==> src/rtl/ram_port_arbiter_pkg.sv <==
// Shared types and helpers for the RAM port arbiter and its picker.
// Pure declarations; no logic, no timing.
package ram_arb_pkg;

  typedef enum logic {ARB_FIXED, ARB_RR} arb_mode_e;

  function automatic int idx_w(input int n);
    return (n > 1) ? $clog2(n) : 1;
  endfunction

endpackage

==> src/rtl/ram_port_arbiter_rr_pick.sv <==
// First set request at or after start, wrapping; one-hot plus encoded index.
// Purely combinational, zero latency; no backpressure.
module rr_pick
  import ram_arb_pkg::*;
#(
  parameter int N  = 3,
  parameter int IW = idx_w(N)
) (
  input  logic [N-1:0]  req,
  input  logic [IW-1:0] start,
  output logic [N-1:0]  gnt,
  output logic [IW-1:0] idx,
  output logic          any
);

  always_comb begin
    int i;
    gnt = '0;
    idx = '0;
    any = 1'b0;
    i   = 0;
    for (int off = 0; off < N; off++) begin
      i = int'(start) + off;
      if (i >= N) i = i - N;
      if (!any && req[i]) begin
        any    = 1'b1;
        gnt[i] = 1'b1;
        idx    = IW'(i);
      end
    end
  end

endmodule

==> src/rtl/ram_port_arbiter.sv <==
// N-requester arbiter for one synchronous RAM port with lock hold and read-return routing.
// Grant and RAM mux are combinational; read data returns RD_LAT cycles after the grant edge.
module ram_port_arbiter
  import ram_arb_pkg::*;
#(
  parameter int        NREQ     = 3,
  parameter int        AW       = 12,
  parameter int        DW       = 8,
  parameter int        RD_LAT   = 1,
  parameter arb_mode_e MODE     = ARB_FIXED,
  parameter int        LOCK_MAX = 16
) (
  input  logic               clk,
  input  logic               reset,
  input  logic [NREQ-1:0]    req,
  input  logic [NREQ-1:0]    lock,
  input  logic [NREQ-1:0]    we,
  input  logic [NREQ*AW-1:0] addr,
  input  logic [NREQ*DW-1:0] wdata,
  output logic [NREQ-1:0]    gnt,
  output logic [NREQ-1:0]    rvalid,
  output logic [DW-1:0]      rdata,
  output logic [AW-1:0]      ram_a,
  output logic [DW-1:0]      ram_d,
  output logic               ram_w,
  input  logic [DW-1:0]      ram_q
);

  localparam int IW = idx_w(NREQ);

  logic                       own_vld_q, own_vld_d;
  logic [IW-1:0]              own_q, own_d;
  logic [7:0]                 lock_cnt_q, lock_cnt_d;
  logic [IW-1:0]              rr_ptr_q, rr_ptr_d;
  logic [RD_LAT-1:0]          tag_vld_q, tag_vld_d;
  logic [RD_LAT-1:0][IW-1:0]  tag_idx_q, tag_idx_d;

  logic [NREQ-1:0] pick_gnt;
  logic [IW-1:0]   pick_idx;
  logic [IW-1:0]   pick_start;
  logic            pick_any;
  logic            hold;
  logic            any;
  logic [IW-1:0]   g;

  assign pick_start = (MODE == ARB_RR) ? rr_ptr_q : '0;

  rr_pick #(.N(NREQ), .IW(IW)) u_pick (
    .req   (req),
    .start (pick_start),
    .gnt   (pick_gnt),
    .idx   (pick_idx),
    .any   (pick_any)
  );

  // An expired or abandoned lock simply fails 'hold', so normal selection runs this cycle.
  assign hold = own_vld_q && req[own_q] && (lock_cnt_q < 8'(LOCK_MAX));
  assign g    = hold ? own_q : pick_idx;
  assign any  = hold || pick_any;

  always_comb begin
    gnt    = '0;
    ram_a  = '0;
    ram_d  = '0;
    ram_w  = 1'b0;
    rvalid = '0;
    rdata  = '0;
    if (!reset && any) begin
      gnt[g] = 1'b1;
      ram_a  = addr[int'(g)*AW +: AW];
      ram_d  = wdata[int'(g)*DW +: DW];
      ram_w  = we[g];
    end
    if (!reset && tag_vld_q[RD_LAT-1]) begin
      rvalid[tag_idx_q[RD_LAT-1]] = 1'b1;
      rdata                       = ram_q;
    end
  end

  always_comb begin
    own_vld_d  = 1'b0;
    own_d      = '0;
    lock_cnt_d = '0;
    rr_ptr_d   = rr_ptr_q;
    tag_vld_d  = '0;
    tag_idx_d  = '0;
    if (any) begin
      if (MODE == ARB_RR) rr_ptr_d = (g == IW'(NREQ-1)) ? '0 : g + 1'b1;
      if (lock[g]) begin
        own_vld_d  = 1'b1;
        own_d      = g;
        lock_cnt_d = hold ? lock_cnt_q + 8'd1 : 8'd1;
      end
    end
    tag_vld_d[0] = any && !we[g];
    tag_idx_d[0] = g;
    for (int i = 1; i < RD_LAT; i++) begin
      tag_vld_d[i] = tag_vld_q[i-1];
      tag_idx_d[i] = tag_idx_q[i-1];
    end
  end

  always_ff @(posedge clk or posedge reset) begin
    if (reset) begin
      own_vld_q  <= 1'b0;
      own_q      <= '0;
      lock_cnt_q <= '0;
      rr_ptr_q   <= '0;
      tag_vld_q  <= '0;
      tag_idx_q  <= '0;
    end else begin
      own_vld_q  <= own_vld_d;
      own_q      <= own_d;
      lock_cnt_q <= lock_cnt_d;
      rr_ptr_q   <= rr_ptr_d;
      tag_vld_q  <= tag_vld_d;
      tag_idx_q  <= tag_idx_d;
    end
  end

endmodule

==> config.mk <==
export PLATFORM = sky130hd
export DESIGN_NAME = ram_port_arbiter
export DESIGN_NICKNAME = d
export VERILOG_FILES = /design/src/rtl/ram_port_arbiter_pkg.sv /design/src/rtl/ram_port_arbiter_rr_pick.sv /design/src/rtl/ram_port_arbiter.sv
export SDC_FILE = /design/constraint.sdc
export NUM_CORES = 1
export LEC_CHECK = 0
export ABC_AREA = 1
export ABC_CLOCK_PERIOD_IN_PS = 2000
export CAP_MARGIN = 20
export CELL_PAD_IN_SITES_DETAIL_PLACEMENT = 1
export CELL_PAD_IN_SITES_GLOBAL_PLACEMENT = 2
export CORE_MARGIN = 1.5
export CORE_UTILIZATION = 13
export CTS_BUF_LIST = sky130_fd_sc_hd__clkbuf_4
export DETAILED_ROUTE_END_ITERATION = 7
export HOLD_SLACK_MARGIN = 0.03
export PLACE_DENSITY = 0.75
export SKIP_LAST_GASP = 1
export SLEW_MARGIN = 30
export SYNTH_ARGS = -nofsm -noshare
export SYNTH_HDL_FRONTEND = slang
export SYNTH_SLANG_ARGS = --single-unit
export TNS_END_PERCENT = 30
==> constraint.sdc <==
create_clock -name clk -period 2 [get_ports clk]
set_input_delay 0.5 -clock clk [delete_from_list [all_inputs] [get_ports clk]]
set_output_delay 0.5 -clock clk [all_outputs]
set_load 0.01 [all_outputs]
==> results of run 1 <==
==> worst paths after layout <==
check,start,endpoint,slack (ns),cells after the start
max,req[1],ram_a[7],-0.63,14
min,lock_cnt_q[4]$_DFF_PP0_,lock_cnt_q[4]$_DFF_PP0_,0.58,3
max reg2reg,own_q[0]$_DFF_PP0_,lock_cnt_q[3]$_DFF_PP0_,-0.11,14
min reg2reg,lock_cnt_q[4]$_DFF_PP0_,lock_cnt_q[4]$_DFF_PP0_,0.58,3
max in group asynchronous,reset,own_q[0]$_DFF_PP0_,1.21,3
min in group asynchronous,reset,lock_cnt_q[5]$_DFF_PP0_,0.61,3
==> sequential cells by signal, indices dropped and copies added, names as in the netlist <==
signal	flops
lock_cnt_q	8
own_q	2
tag_idx_q	2
own_vld_q	1
tag_vld_q	1
==> layout by cell type (no fill, tap or decap), types with 2 or more instances in the layout <==
master / count
buf_12: 2
buf_2: 11
buf_4: 40
buf_6: 26
clkbuf_4: 3
clkdlybuf4s50_1: 86
conb_1: 3
dfrtp_1: 13
dlygate4sd2_1: 5
inv_1: 26
inv_2: 2
inv_4: 2
nand2_1: 47
nand2_2: 15
nand2_4: 10
nand2_8: 2
nand3_1: 19
nand3_2: 15
nand3_4: 2
nand3b_1: 2
nand4_1: 9
nor2_1: 21
nor2_2: 5
nor2_4: 3
nor2_8: 2
nor3_1: 2
or2_2: 2
==> metrics by stage <==
stage	setup WS [ns]	TNS (ns)	hold slack, ns	utilization
4_1_cts	-0.574	-17.37	0.593	0.306
2_1_floorplan	-0.0274	-0.296	0.397	-
6_report	-0.633	-19.11	0.582	0.331
5_1_grt	-0.738	-24.00	0.645	0.331
3_3_place_gp	-1.24	-36.55	0.573	0.277
3_5_place_dp	-1.31	-37.99	0.582	0.277
==> cells by family after synthesis <==
logic type,after synthesis
simple gates,156
buf+inv,38
flops,14
compound gates,3
xor+xnor,1
fa+ha+maj,1
other cells,1
==> final cells by class <==
class	instances	area, sq um
sequential	14	352
clock buffer	3	22.5
clock inverter	1	3.75
fill	1245	6840
tap	136	170
timing repair buffer	174	1650
multi-input combinational	165	1050
inverter	32	143
==> worst register-to-register path, cell delays in order (launching register included) <==
cell and delay [ns]:
dfrtp_2 0.45, inv_2 0.09, nand2_2 0.05, nand2_2 0.07, nand2_2 0.08, inv_4 0.08, nand3b_1 0.20, buf_4 0.21
buf_4 0.12, buf_4 0.12, buf_4 0.12, nand3_1 0.09, nand2_1 0.08, nand2_1 0.18, nor2_1 0.06
==> routing by layer <==
layer  part of all wire  GRT usage  wire length [um]
met3              0.067     0.0243               424
met5                  0          0                 0
met2               0.54      0.203              3410
met4             0.0082     0.0264                52
met1               0.38      0.121              2420
==> report_power, final <==
part / switching (W) / internal [W]
Combinational: 0.000276 / 0.000376
Sequential: 0.0000100 / 0.000299
Clock: 0.0000870 / 0.0000723
==> what timing repair did <==
item / 4_1_cts / 5_1_grt
cloned: 2 / 1
pin swaps: 13 / 18
gates resized for setup: 119 / 47
setup buffers: 26 / 10
endpoints found under the setup margin: 43 / 41
==> run_results.csv, run 1 <==
group,metric,value,unit
placement,dp.cells,483,
floorplanning,num_rows,37,
sta,period_needed,2.63,ns
synth,synth-xor-area-share,0.00647,
critical_path,crit_buf_inv,5,
layout,finalInstanceArea,3390,sq um
worst_hold_path,hold_class,"flip-flop to flip-flop",
clocking,clk-insertion-delay-late,0.28,ns
synth,synth_ff_type,"dfrtp_1",
synth,async_reset_ff_frac,1.00,
placement,gp_congestion,0.705,
layout,antenna_cells,0,
global_routing,grt.total_usage,0.108,
sta,setup_slack,-0.633,ns
synth,ys_types,26,
synth,yosysSeqAreaShare,0.259,
routing,ant_nets,0,
critical_path,slowest_delay,0.23,ns
sta,fin_crit_sh,1.32,
critical_path,cp-end-kind,"primary output",
clocking,holdBufCountCts,0,
sta,finalHoldViolations,0,
synth,synth_fa_ha_area_frac,0.00924,
clocking,cts-buffers-inserted,3,
critical_path,path_max_fanout,5,
routing,via_count,2054,
sta,fmax,0.380,GHz
synth,synth_edf_count,0,
layout,final_cells,525,
routing,vias_per_cell,3.91,
sta,skew,0.00679,ns
sta,finalMaxSlewViolations,0,
power,cellPowerDensity,331,nW/um^2
floorplanning,top_level_ports,114,
critical_path,cp_cell_sequence,"clkdlybuf4s15_1 -> buf_6 -> inv_12 -> nand2_4 -> nand2_4 -> nor2_4 -> nand3b_1 -> nand2_8 -> nand2_4 -> nor2_4 -> clkbuf_16 -> nand2_1 -> nand2_2 -> buf_6",
synth,synth.avg_cell_area,6.33,sq um
routing,drt-wirelength-per-cell,12.0,um
clocking,cts.sinks,14,
clocking,cts.path.max_buffers,2,
floorplanning,dieArea,11000,sq um
global_routing,grt_first_pass_wirelength,9.72,mm
placement,hpwl,4.71,mm
synth,syn-cell-area,1350,sq um
clocking,clockRootBuffer,"clkbuf_4",
power,total_power,0.00112,W
flow_run,cap_viol_max_count,0,
synth,synth_top_family_by_area,"simple AND/OR/NAND/NOR gates",
clocking,htreeDepth,1,
power,p_leak,1.70,nW
routing,drt-pass1-iter-count,3,
synth,syn_inst,214,
clocking,clk_pin_slew,0.08,ns
outcome,outcome,"finished with violations",
synth,synth_seq_cells,14,
clocking,cts_tree,"yes",
critical_path,worstSetupStartpointType,"primary input",
synth,synth_most_common_cell,"nand2_1",
sta,setup_violations,42,
outcome,violations,"negative setup slack",
synth,yosysWarnings,0,
routing,drt_iter0_drc,43,
floorplanning,coreArea,10200,sq um
synth,synthSimpleGateAreaFrac,0.562,
floorplanning,start_util,0.132,
synth,muxShareOfSynthArea,0,
placement,place_area,2840,sq um
global_routing,grt.overflow.total,0,
global_routing,grt_max_degree,15,
floorplanning,die_w,105,um
global_routing,antenna_found_initial,0,
routing,drt-total-wl,6.31,mm
critical_path,crit_type,"primary input to primary output",
layout,syn2layout_area_growth,150,%
sta,rsz0062_at_grt,"true",
synth,netlist_top_cells_area,"dfrtp_1 (26%), nand2_1 (19%), nand3_1 (13%)",
global_routing,grt_pass1_vias,2082,
layout,nets,470,
critical_path,slowest_stage,"nand3b_1",
routing,drc,0,
placement,io_buffers,113,
synth,synth_common_cells,"nand2_1 (69), nand3_1 (35), inv_1 (27)",
critical_path,arrival,2.13,ns
synth,synth_area_leader_cell,"dfrtp_1",
critical_path,cp_top_family,"simple AND/OR/NAND/NOR gates",
power,vdd_drop_max,0.000134,V
layout,drive_gt1_frac,0.386,
floorplanning,die_y,105,um
critical_path,crit_top_cell,"nand2_4",
critical_path,worst-endpoint-required,1.50,ns
synth,synth_compound_area_frac,0.0222,
synth,synth_top_cell_area_share,0.259,
Power figures use the tool's default switching activity.
==> run 2: changes to the inputs <==
Settings changed: CORE_UTILIZATION 13 to 27, DONT_BUFFER_PORTS set to 1, PLACE_DENSITY 0.75 to 0.77, SYNTH_HIERARCHICAL set to 1.
==> run 2 against run 1 <==
  * The flow still finishes with violations (negative setup slack)
  * Sequential share of layout area increased by 4.5 points
  * Total power grew 15%
  * Final area shrank 30%
  * Hold slack lost 0.38 ns
  * Wire length fell by 17%
  * Critical path depth down 2
  * Clock-buffer cell count did not move
  * Final cell count shrank 22%
  * Largest power group unchanged
==> run_results.csv, run 2 <==
group,metric,value,unit
clocking,cts_tree,"yes",
layout,largest_register_ffs,8,
power,switching_share,0.444,
global_routing,antenna_found_initial,0,
synth,syn_inst,289,
critical_path,rrSetupSlack,0.15,ns
clocking,clk-insertion-delay-late,0.28,ns
global_routing,grt_max_degree,17,
layout,reg.largest.list,"lock_cnt_q x8, own_q x2, tag_idx_q x2",
layout,mostFrequentLayoutCells,"nand2_1 (88), nand3_1 (47), buf_4 (34), inv_1 (30), nand2_2 (20)",
sta,period_needed,2.53,ns
critical_path,critPathLaunch,"own_q[0]$_DFF_PP0_",
layout,antenna_cells,0,
sta,skew,0.00221,ns
synth,synth.avg_cell_area,5.79,sq um
routing,vias_per_cell,4.70,
clocking,cts-buffers-inserted,3,
clocking,clockRootBuffer,"clkbuf_4",
routing,drt_iter0_drc,34,
layout,final_cells,409,
sta,setup_slack,-0.531,ns
critical_path,crit_end,"ram_d[4]",
critical_path,arrival,2.03,ns
floorplanning,die_y,81.7,um
clocking,htreeDepth,1,
critical_path,path_max_fanout,6,
floorplanning,die_w,81.7,um
placement,hpwl,4.24,mm
placement,dp.cells,396,
floorplanning,coreArea,5960,sq um
power,intPower,0.000717,W
critical_path,r2r.worst_path.cells,11,
placement,io_buffers,0,
power,power_switching,0.000574,W
synth,syn-cell-area,1670,sq um
critical_path,r2r-start,"own_q[0]$_DFF_PP0_",
flow_run,cap_viol_max_count,0,
global_routing,grt.overflow.total,0,
layout,syn2layout_area_growth,41.3,%
routing,ant_nets,0,
placement,place_area,2150,sq um
power,pwr-share-comb,0.615,
power,vdd_drop_max,0.000218,V
routing,drt-wirelength-per-cell,12.8,um
power,p_leak,1.28,nW
global_routing,grt.total_usage,0.154,
sta,fmax,0.395,GHz
clocking,cts.sinks,14,
sta,setup_violations,24,
layout,final_core_util,0.397,
routing,drt-total-wl,5.22,mm
global_routing,grt_pass1_vias,1805,
critical_path,timing.rr.end,"lock_cnt_q[3]$_DFF_PP0_",
critical_path,worstSetupStartpointType,"flip-flop",
synth,yosysWarnings,6,
floorplanning,start_util,0.281,
power,cellPowerDensity,546,nW/um^2
worst_hold_path,hold_class,"primary input to asynchronous set/reset pin",
clocking,clk_pin_slew,0.08,ns
sta,finalHoldViolations,0,
layout,regMostFlops,"lock_cnt_q",
layout,finalInstanceArea,2360,sq um
power,pwr-share-clk,0.127,
layout,layout_commonest_cell,"nand2_1",
critical_path,crit_type,"flip-flop to primary output",
floorplanning,num_rows,28,
routing,drc,0,
clocking,cts.path.max_buffers,2,
layout,fillCellCount,802,
outcome,violations,"negative setup slack",
sta,finalMaxSlewViolations,0,
routing,drt-pass1-iter-count,4,
power,seqPwrFrac,0.259,
floorplanning,top_level_ports,114,
critical_path,worst-endpoint-required,1.50,ns
routing,via_count,1921,
placement,gp_congestion,0.806,
critical_path,cp-end-kind,"primary output",
sta,rsz0062_at_grt,"true",
sta,fin_crit_sh,1.27,
layout,drive_gt1_frac,0.335,
global_routing,grt_first_pass_wirelength,8.21,mm
layout,nets,419,
outcome,outcome,"finished with violations",
floorplanning,dieArea,6680,sq um
run 2: cell type report:
class / instances / area [sq um] / share of cell area
repair buffers: 44 / 415 / 0.176
clock buffers: 3 / 22.5 / 0.00952
well taps: 75 / 93.8 / 0.0397
clock inverters: 1 / 3.75 / 0.00159
multi-input cells: 231 / 1310 / 0.554
inverters: 41 / 168 / 0.0709
flip-flops and latches: 14 / 352 / 0.149
run 2: worst max-delay path, cell delays in order, from the launching register on:
cell and delay [ns]:
dfrtp_2 0.46, nor2_2 0.11, nand2_1 0.06, nand2_1 0.07
inv_2 0.05, nand2_4 0.12, buf_12 0.13, o21ai_4 0.07
buf_6 0.12, nor3_4 0.20, clkbuf_16 0.22, nand2_2 0.05
nand2_2 0.08
run 2: how the worst min path moves through the flow:
stage               slack, ns   from                      end  cells past startpoint
floorplan                0.35  reset  lock_cnt_q[0]$_DFF_PP0_                      1
global placement         0.30  reset   tag_idx_q[1]$_DFF_PP0_                      1
detailed placement       0.30  reset   tag_idx_q[1]$_DFF_PP0_                      1
CTS                      0.20  reset      tag_vld_q$_DFF_PP0_                      2
global route             0.20  reset  lock_cnt_q[1]$_DFF_PP0_                      2
finish                   0.20  reset      tag_vld_q$_DFF_PP0_                      2
run 2: layer usage:
| metal | track usage | share of wire | up-vias |
|---|---|---|---|
| li1 | - | - | 970 |
| met1 | 0.186 | 0.42 | 890 |
| met2 | 0.285 | 0.52 | 59 |
| met3 | 0.0356 | 0.055 | 2 |
| met4 | 0.0153 | 0.00077 | 0 |
| met5 | 0 | 0 | - |
run 2: power groups by stage:
stage                     sequential [W]  combinational (W)  clock (W)
final                           0.000334           0.000794   0.000164
after global routing            0.000339           0.000887   0.000184
after CTS                       0.000334           0.000735   0.000173
after detailed placement        0.000339           0.000706          0
after global placement          0.000338           0.000695          0
after floorplan                 0.000333           0.000507          0
run 2: metrics by stage:
| step | setup WS (ns) | power [W] | hold WS (ns) | TNS, ns |
|---|---|---|---|---|
| after floorplan | -0.103 | 0.000840 | 0.350 | -1.83 |
| after global placement | -0.345 | 0.00103 | 0.298 | -7.02 |
| after detailed placement | -0.395 | 0.00105 | 0.297 | -7.98 |
| after CTS | -0.545 | 0.00124 | 0.198 | -12.01 |
| after global routing | -0.662 | 0.00141 | 0.203 | -14.51 |
| final | -0.531 | 0.00129 | 0.202 | -11.22 |
run 2: timing repair:
item	in CTS	in global routing
buffers inserted	1	6
pin swaps	1	6
gates resized for setup	8	16
hold buffers	1	0
endpoints found under the setup margin	24	25
endpoints found under the hold margin	2	0
gates cloned	0	1
